File: src/rtl/alu_arbiter.sv
// alu_arbiter: shares one integer ALU between the execute stage (port 0) and
// the branch/address unit (port 1). Round-robin grant, one operation per
// cycle, result captured into a per-requester one-entry response register.

package alu_pkg;
    localparam logic [4:0] ALU_ADD   = 5'd0;
    localparam logic [4:0] ALU_SUB   = 5'd1;
    localparam logic [4:0] ALU_SLL   = 5'd2;
    localparam logic [4:0] ALU_SLT   = 5'd3;
    localparam logic [4:0] ALU_SLTU  = 5'd4;
    localparam logic [4:0] ALU_XOR   = 5'd5;
    localparam logic [4:0] ALU_SRL   = 5'd6;
    localparam logic [4:0] ALU_SRA   = 5'd7;
    localparam logic [4:0] ALU_OR    = 5'd8;
    localparam logic [4:0] ALU_AND   = 5'd9;
    localparam logic [4:0] ALU_LUI   = 5'd10;
    localparam logic [4:0] ALU_AUIPC = 5'd11;
endpackage

// Purely combinational integer ALU; unknown operation codes produce zero.
module alu
    import alu_pkg::*;
#(
    parameter int WIDTH = 32
) (
    input  logic [4:0]       sel,
    input  logic [WIDTH-1:0] rs1,
    input  logic [WIDTH-1:0] rs2,
    input  logic [31:0]      imm,
    input  logic [WIDTH-1:0] pc,
    output logic [WIDTH-1:0] rd
);
    localparam int SHW = $clog2(WIDTH);

    logic [SHW-1:0]   shamt;
    logic [WIDTH-1:0] imm_ext;

    assign shamt   = rs2[SHW-1:0];
    // Immediate is sign-extended (or truncated) to the datapath width.
    assign imm_ext = WIDTH'($signed(imm));

    // Operation decode.
    always_comb begin
        rd = '0;
        case (sel)
            ALU_ADD:   rd = rs1 + rs2;
            ALU_SUB:   rd = rs1 - rs2;
            ALU_SLL:   rd = rs1 << shamt;
            ALU_SLT:   rd = {{(WIDTH-1){1'b0}}, ($signed(rs1) < $signed(rs2))};
            ALU_SLTU:  rd = {{(WIDTH-1){1'b0}}, (rs1 < rs2)};
            ALU_XOR:   rd = rs1 ^ rs2;
            ALU_SRL:   rd = rs1 >> shamt;
            ALU_SRA:   rd = $unsigned($signed(rs1) >>> shamt);
            ALU_OR:    rd = rs1 | rs2;
            ALU_AND:   rd = rs1 & rs2;
            ALU_LUI:   rd = imm_ext;
            ALU_AUIPC: rd = pc + imm_ext;
            default:   rd = '0;
        endcase
    end
endmodule

module alu_arbiter #(
    parameter int WIDTH = 32
) (
    input  logic                  clk,
    input  logic                  rst_n,
    input  logic [1:0]            req_valid,
    output logic [1:0]            req_ready,
    input  logic [1:0][WIDTH-1:0] req_rs1,
    input  logic [1:0][WIDTH-1:0] req_rs2,
    input  logic [1:0][31:0]      req_imm,
    input  logic [1:0][4:0]       req_sel,
    input  logic [1:0][WIDTH-1:0] req_pc,
    output logic [1:0]            rsp_valid,
    input  logic [1:0]            rsp_ready,
    output logic [1:0][WIDTH-1:0] rsp_rd
);
    logic             prio_q, prio_d;
    logic [1:0]       full_q, full_d;
    logic [WIDTH-1:0] rsp_rd_q [2];

    logic [1:0]       elig;
    logic [1:0]       grant;
    logic             mux_idx;

    logic [4:0]       alu_sel;
    logic [WIDTH-1:0] alu_rs1, alu_rs2, alu_pc, alu_rd;
    logic [31:0]      alu_imm;

    // Eligibility and round-robin grant; nothing is accepted while in reset.
    always_comb begin
        elig  = req_valid & (~full_q | rsp_ready) & {2{rst_n}};
        grant = 2'b00;
        if (elig == 2'b11) begin
            grant[prio_q] = 1'b1;
        end else begin
            grant = elig;
        end
    end

    assign req_ready = grant;

    // Without a grant the ALU still sees requester prio; its result is dropped.
    assign mux_idx = grant[1] ? 1'b1 : (grant[0] ? 1'b0 : prio_q);
    assign alu_sel = req_sel[mux_idx];
    assign alu_rs1 = req_rs1[mux_idx];
    assign alu_rs2 = req_rs2[mux_idx];
    assign alu_imm = req_imm[mux_idx];
    assign alu_pc  = req_pc[mux_idx];

    alu #(.WIDTH(WIDTH)) u_alu (
        .sel (alu_sel),
        .rs1 (alu_rs1),
        .rs2 (alu_rs2),
        .imm (alu_imm),
        .pc  (alu_pc),
        .rd  (alu_rd)
    );

    // Next state: a grant fills its slot and hands priority to the other side;
    // a consumed slot empties unless it is refilled in the same cycle.
    always_comb begin
        prio_d = prio_q;
        if (|grant) begin
            prio_d = grant[0];
        end
        full_d = grant | (full_q & ~rsp_ready);
    end

    // Control state register.
    always_ff @(posedge clk) begin
        if (!rst_n) begin
            prio_q <= 1'b0;
            full_q <= 2'b00;
        end else begin
            prio_q <= prio_d;
            full_q <= full_d;
        end
    end

    generate
        for (genvar gi = 0; gi < 2; gi++) begin : g_slot
            // Response data: loaded only on a grant, otherwise held.
            always_ff @(posedge clk) begin
                if (!rst_n) begin
                    rsp_rd_q[gi] <= '0;
                end else if (grant[gi]) begin
                    rsp_rd_q[gi] <= alu_rd;
                end
            end

            assign rsp_rd[gi] = rsp_rd_q[gi];
        end
    endgenerate

    assign rsp_valid = full_q;
endmodule

File: config.mk
export PLATFORM = sky130hd
export DESIGN_NAME = alu_arbiter
export DESIGN_NICKNAME = d
export VERILOG_FILES = /design/src/rtl/alu_arbiter.sv
export SDC_FILE = /design/constraint.sdc
export NUM_CORES = 1
export LEC_CHECK = 0
export CORE_MARGIN = 2
export CORE_UTILIZATION = 45
export DETAILED_ROUTE_END_ITERATION = 12
export PLACE_DENSITY = 0.79
export SLEW_MARGIN = 20
export SYNTH_ARGS = -nofsm -noshare
export SYNTH_HDL_FRONTEND = slang
export SYNTH_SLANG_ARGS = --single-unit
File: constraint.sdc
create_clock -name clk -period 15.8 [get_ports clk]
set_input_delay 2.37 -clock clk [delete_from_list [all_inputs] [get_ports clk]]
set_output_delay 2.37 -clock clk [all_outputs]
set_load 0.01 [all_outputs]
==> results_dict.tcl <==
set metrics [dict create \
    ys_async_sr_fraction_pct 0 \
    crit_path_start_kind "primary input" \
    io_pins 340 \
    row_count 68 \
    worstMarginPinSlew_ns 1.31 \
    rsz0062_at_grt "false" \
    drt_drc_violations_left 0 \
    fin_nets 2675 \
    min_period_ns 9.41 \
    crit_path_end_kind "flop" \
    p_leak_nw 7.84 \
    antenna_found_initial 3 \
    p_seq_share_pct 13.1 \
    grt-ovfl-total 0 \
    peakVddDrop_v 0.0000935 \
    finalHoldViolCount 0 \
    area_growth_pct 24.5 \
    synth_edf_count 64 \
    skew_ns 0.0168 \
    min_path_cells 2 \
    netlist_instances 2018 \
    clockBufferDepth 2 \
    wl_per_cell_microns 32.5 \
    r2r-end "rsp_rd_q[1][19]$_SDFFCE_PN0P_" \
    post-dp-hpwl_microns 69500 \
    synth_most_common_cell "mux2i_1" \
    synth_top_area_share_pct 12.0 \
    post_cts_resized 0 \
    seqCellArea_sq_mm 0.00198 \
    worstHoldPathType "flop to flop" \
    cts_htree_levels 3 \
    num-fill-cells 3114 \
    crit_type "primary input to flop" \
    slew_viol_final 0 \
    ys_ff_latch 67 \
    place.gp.congestion 1.09 \
    r2r_cells 15 \
    rrSetupSlack_ns 8.51 \
    final_core_util_pct 57.2 \
    synth_cell_types 102 \
    ctsRootBufferMaster "clkbuf_16" \
    yosys_warnings 0 \
    p_sw_w 0.000884 \
    synth.area.top_cells "edfxtp_1 (12%), mux2i_1 (11%), ha_1 (10%), mux2_2 (8.7%), a21oi_1 (5.7%)" \
    fin_setup_tns_ns 0 \
    power.density_mw_per_mm2 83.7 \
    die_w_microns 192 \
    drt_first_pass_iters 9 \
    hold_path_end "rsp_valid[0]$_SDFF_PN0_" \
    syn_nets 2425 \
    maxSlewHeadroom_pct 11.5 \
    p_int_w 0.000779 \
    initial_core_util_pct 46.0 \
    power_w 0.00166 \
    hp-start "rsp_valid[0]$_SDFF_PN0_" \
    multiInputGateArea_sq_mm 0.0129 \
    clkTransAtPathRegs_ns 0.06 \
    crit_required_ns 15.87 \
    grt_use_total_pct 46.8 \
    drt-total-wl_microns 88600 \
    maxCapViolations 0 \
    seq_area_frac_synth_pct 12.4 \
    die_y_microns 192 \
    finalSetupViolations 0 \
    io_buffers 339 \
    p_clk_share_pct 13.5 \
    crit_fanout 51 \
    postRouteAntennaNets 0 \
    r2r-start "rsp_valid[1]$_SDFF_PN0_" \
    grt_pass1_wl_microns 126000 \
    drt_iter0_markers 3176 \
    core_sq_mm 0.0347 \
    die_area_sq_mm 0.0370 \
    status "complete, no violations" \
    num_vias 19700 \
    sw_frac_of_total_pct 53.1 \
    cts_tree "yes" \
    stdcell_area_sq_mm 0.0199 \
    grt_max_degree 58 \
    layout-drive-gt1-share_pct 11.2 \
    holdWs_ns 0.569 \
    fmax_ghz 0.106 \
    period_share_pct 59.6 \
    syn_avg_cell_area_sq_um 7.91 \
    postCtsSetupBuffers 0 \
    yosys.area.top_type "edfxtp_1" \
    synth-main-ff-cell "edfxtp_1" \
    cts_hold_buf 0 \
    synthesis.area_sq_mm 0.0160 \
    placed_area_sq_mm 0.0195 \
    avgViaCountPerCell 7.20 \
    synth_common_cells "mux2i_1 (183), a21oi_1 (181), nor2_1 (148), ha_1 (132), nand2_1 (132)" \
    clock_latency_ns 0.36 \
    clock_sinks 67 \
    numCtsBuffers 9 \
    first_global_vias 18400 \
    p_comb_share_pct 73.4 \
    cp.arrival_ns 9.48 \
]
==> area by class of cell <==
| cell class | count | share of cell area [%] |
|---|---|---|
| Antenna cell | 1 | 0.0126 |
| Clock buffer | 10 | 1.15 |
| Clock inverter | 6 | 0.454 |
| Inverter | 110 | 2.08 |
| Multi-Input combinational cell | 1708 | 65.1 |
| Sequential cell | 67 | 9.98 |
| Tap cell | 455 | 2.87 |
| Timing Repair Buffer | 372 | 18.3 |
==> metrics by stage <==
step	setup WS (ns)	instances
3_5_place_dp	6.35	2711
4_1_cts	6.68	2727
6_report	6.39	2729
2_1_floorplan	8.32	2018
5_1_grt	6.33	2728
3_3_place_gp	6.50	2711
==> power groups by stage <==
stage                     Clock [W]  Sequential (W)  Combinational (W)
after CTS                  0.000222        0.000218            0.00115
after global routing       0.000230        0.000219            0.00126
after detailed placement          0        0.000221            0.00115
after global placement            0        0.000220            0.00114
after floorplan                   0        0.000228           0.000721
final                      0.000224        0.000217            0.00122
==> routing by layer <==
metal	track usage [%]	wire, microns	vias to the layer above
met4	25.3	5450	4
met2	70.0	37400	1768
met5	1.37	23	-
met1	58.0	32800	9257
met3	17.6	12900	363
li1	-	-	8264
==> registers in the layout (all words and copies together), names as in the netlist <==
signal / count
rsp_valid: 2
rsp_rd_q: 64
prio_q: 1
==> critical path: stages <==
cell and delay [ns]:
clkdlybuf4s50_1 0.45, nor2b_4 0.19, o2111ai_1 0.19, a21oi_4 0.59, buf_4 0.51, buf_4 0.59, mux2_2 0.50, ha_1 0.47
or3_1 0.49, nor3_1 0.29, a31oi_1 0.25, o41ai_2 0.91, o21ai_0 0.36, a211o_1 0.37, a221oi_1 0.76, a21oi_1 0.15
==> cells by family (layout without fill, tap and decap cells) <==
kind of cell,count (synthesis),in the layout,synth area share [%]
DFF,67,67,12.4
other,0,1,0
xor gates and xnor gates,46,46,2.53
and+or+nand+nor,538,538,16.9
AOI/OAI and AO/OA,661,661,28.2
adders and majority gates,135,135,10.7
buffers and inverters,243,498,6.77
muxes,328,328,22.5
==> how the worst max path moves through the flow <==
stage                 start                            end  slack (ns)
3_5_place_dp   rsp_ready[1]  rsp_rd_q[1][19]$_SDFFCE_PN0P_        6.35
4_1_cts        rsp_ready[1]  rsp_rd_q[1][19]$_SDFFCE_PN0P_        6.68
5_1_grt        rsp_ready[1]  rsp_rd_q[1][19]$_SDFFCE_PN0P_        6.33
2_1_floorplan  rsp_ready[1]  rsp_rd_q[1][29]$_SDFFCE_PN0P_        8.32
3_3_place_gp   rsp_ready[1]  rsp_rd_q[1][19]$_SDFFCE_PN0P_        6.50
6_report       rsp_ready[1]  rsp_rd_q[1][19]$_SDFFCE_PN0P_        6.39
==> layout by cell type, fill, tap and decap left out, drive strengths merged, types with 11 or more instances in the layout <==
master,netlist,layout
edfxtp,64,64
a211oi,49,49
o21a,12,12
a22oi,18,18
inv,108,108
nor4,30,30
xnor2,32,32
nand3,60,60
mux2i,196,196
buf,65,33
o21ai,86,86
a21oi,182,182
nand2,136,136
ha,132,132
mux2,131,131
nand4,28,28
a21o,32,32
o211ai,40,40
xor2,14,14
or3,13,13
clkdlybuf4s50,0,339
o21bai,15,15
nor2b,11,11
o22ai,29,29
a221oi,22,22
o31ai,26,26
and3,14,14
nor2,151,151
a31oi,32,32
o2111ai,11,11
nor3,59,59
Power figures use the tool's default switching activity.
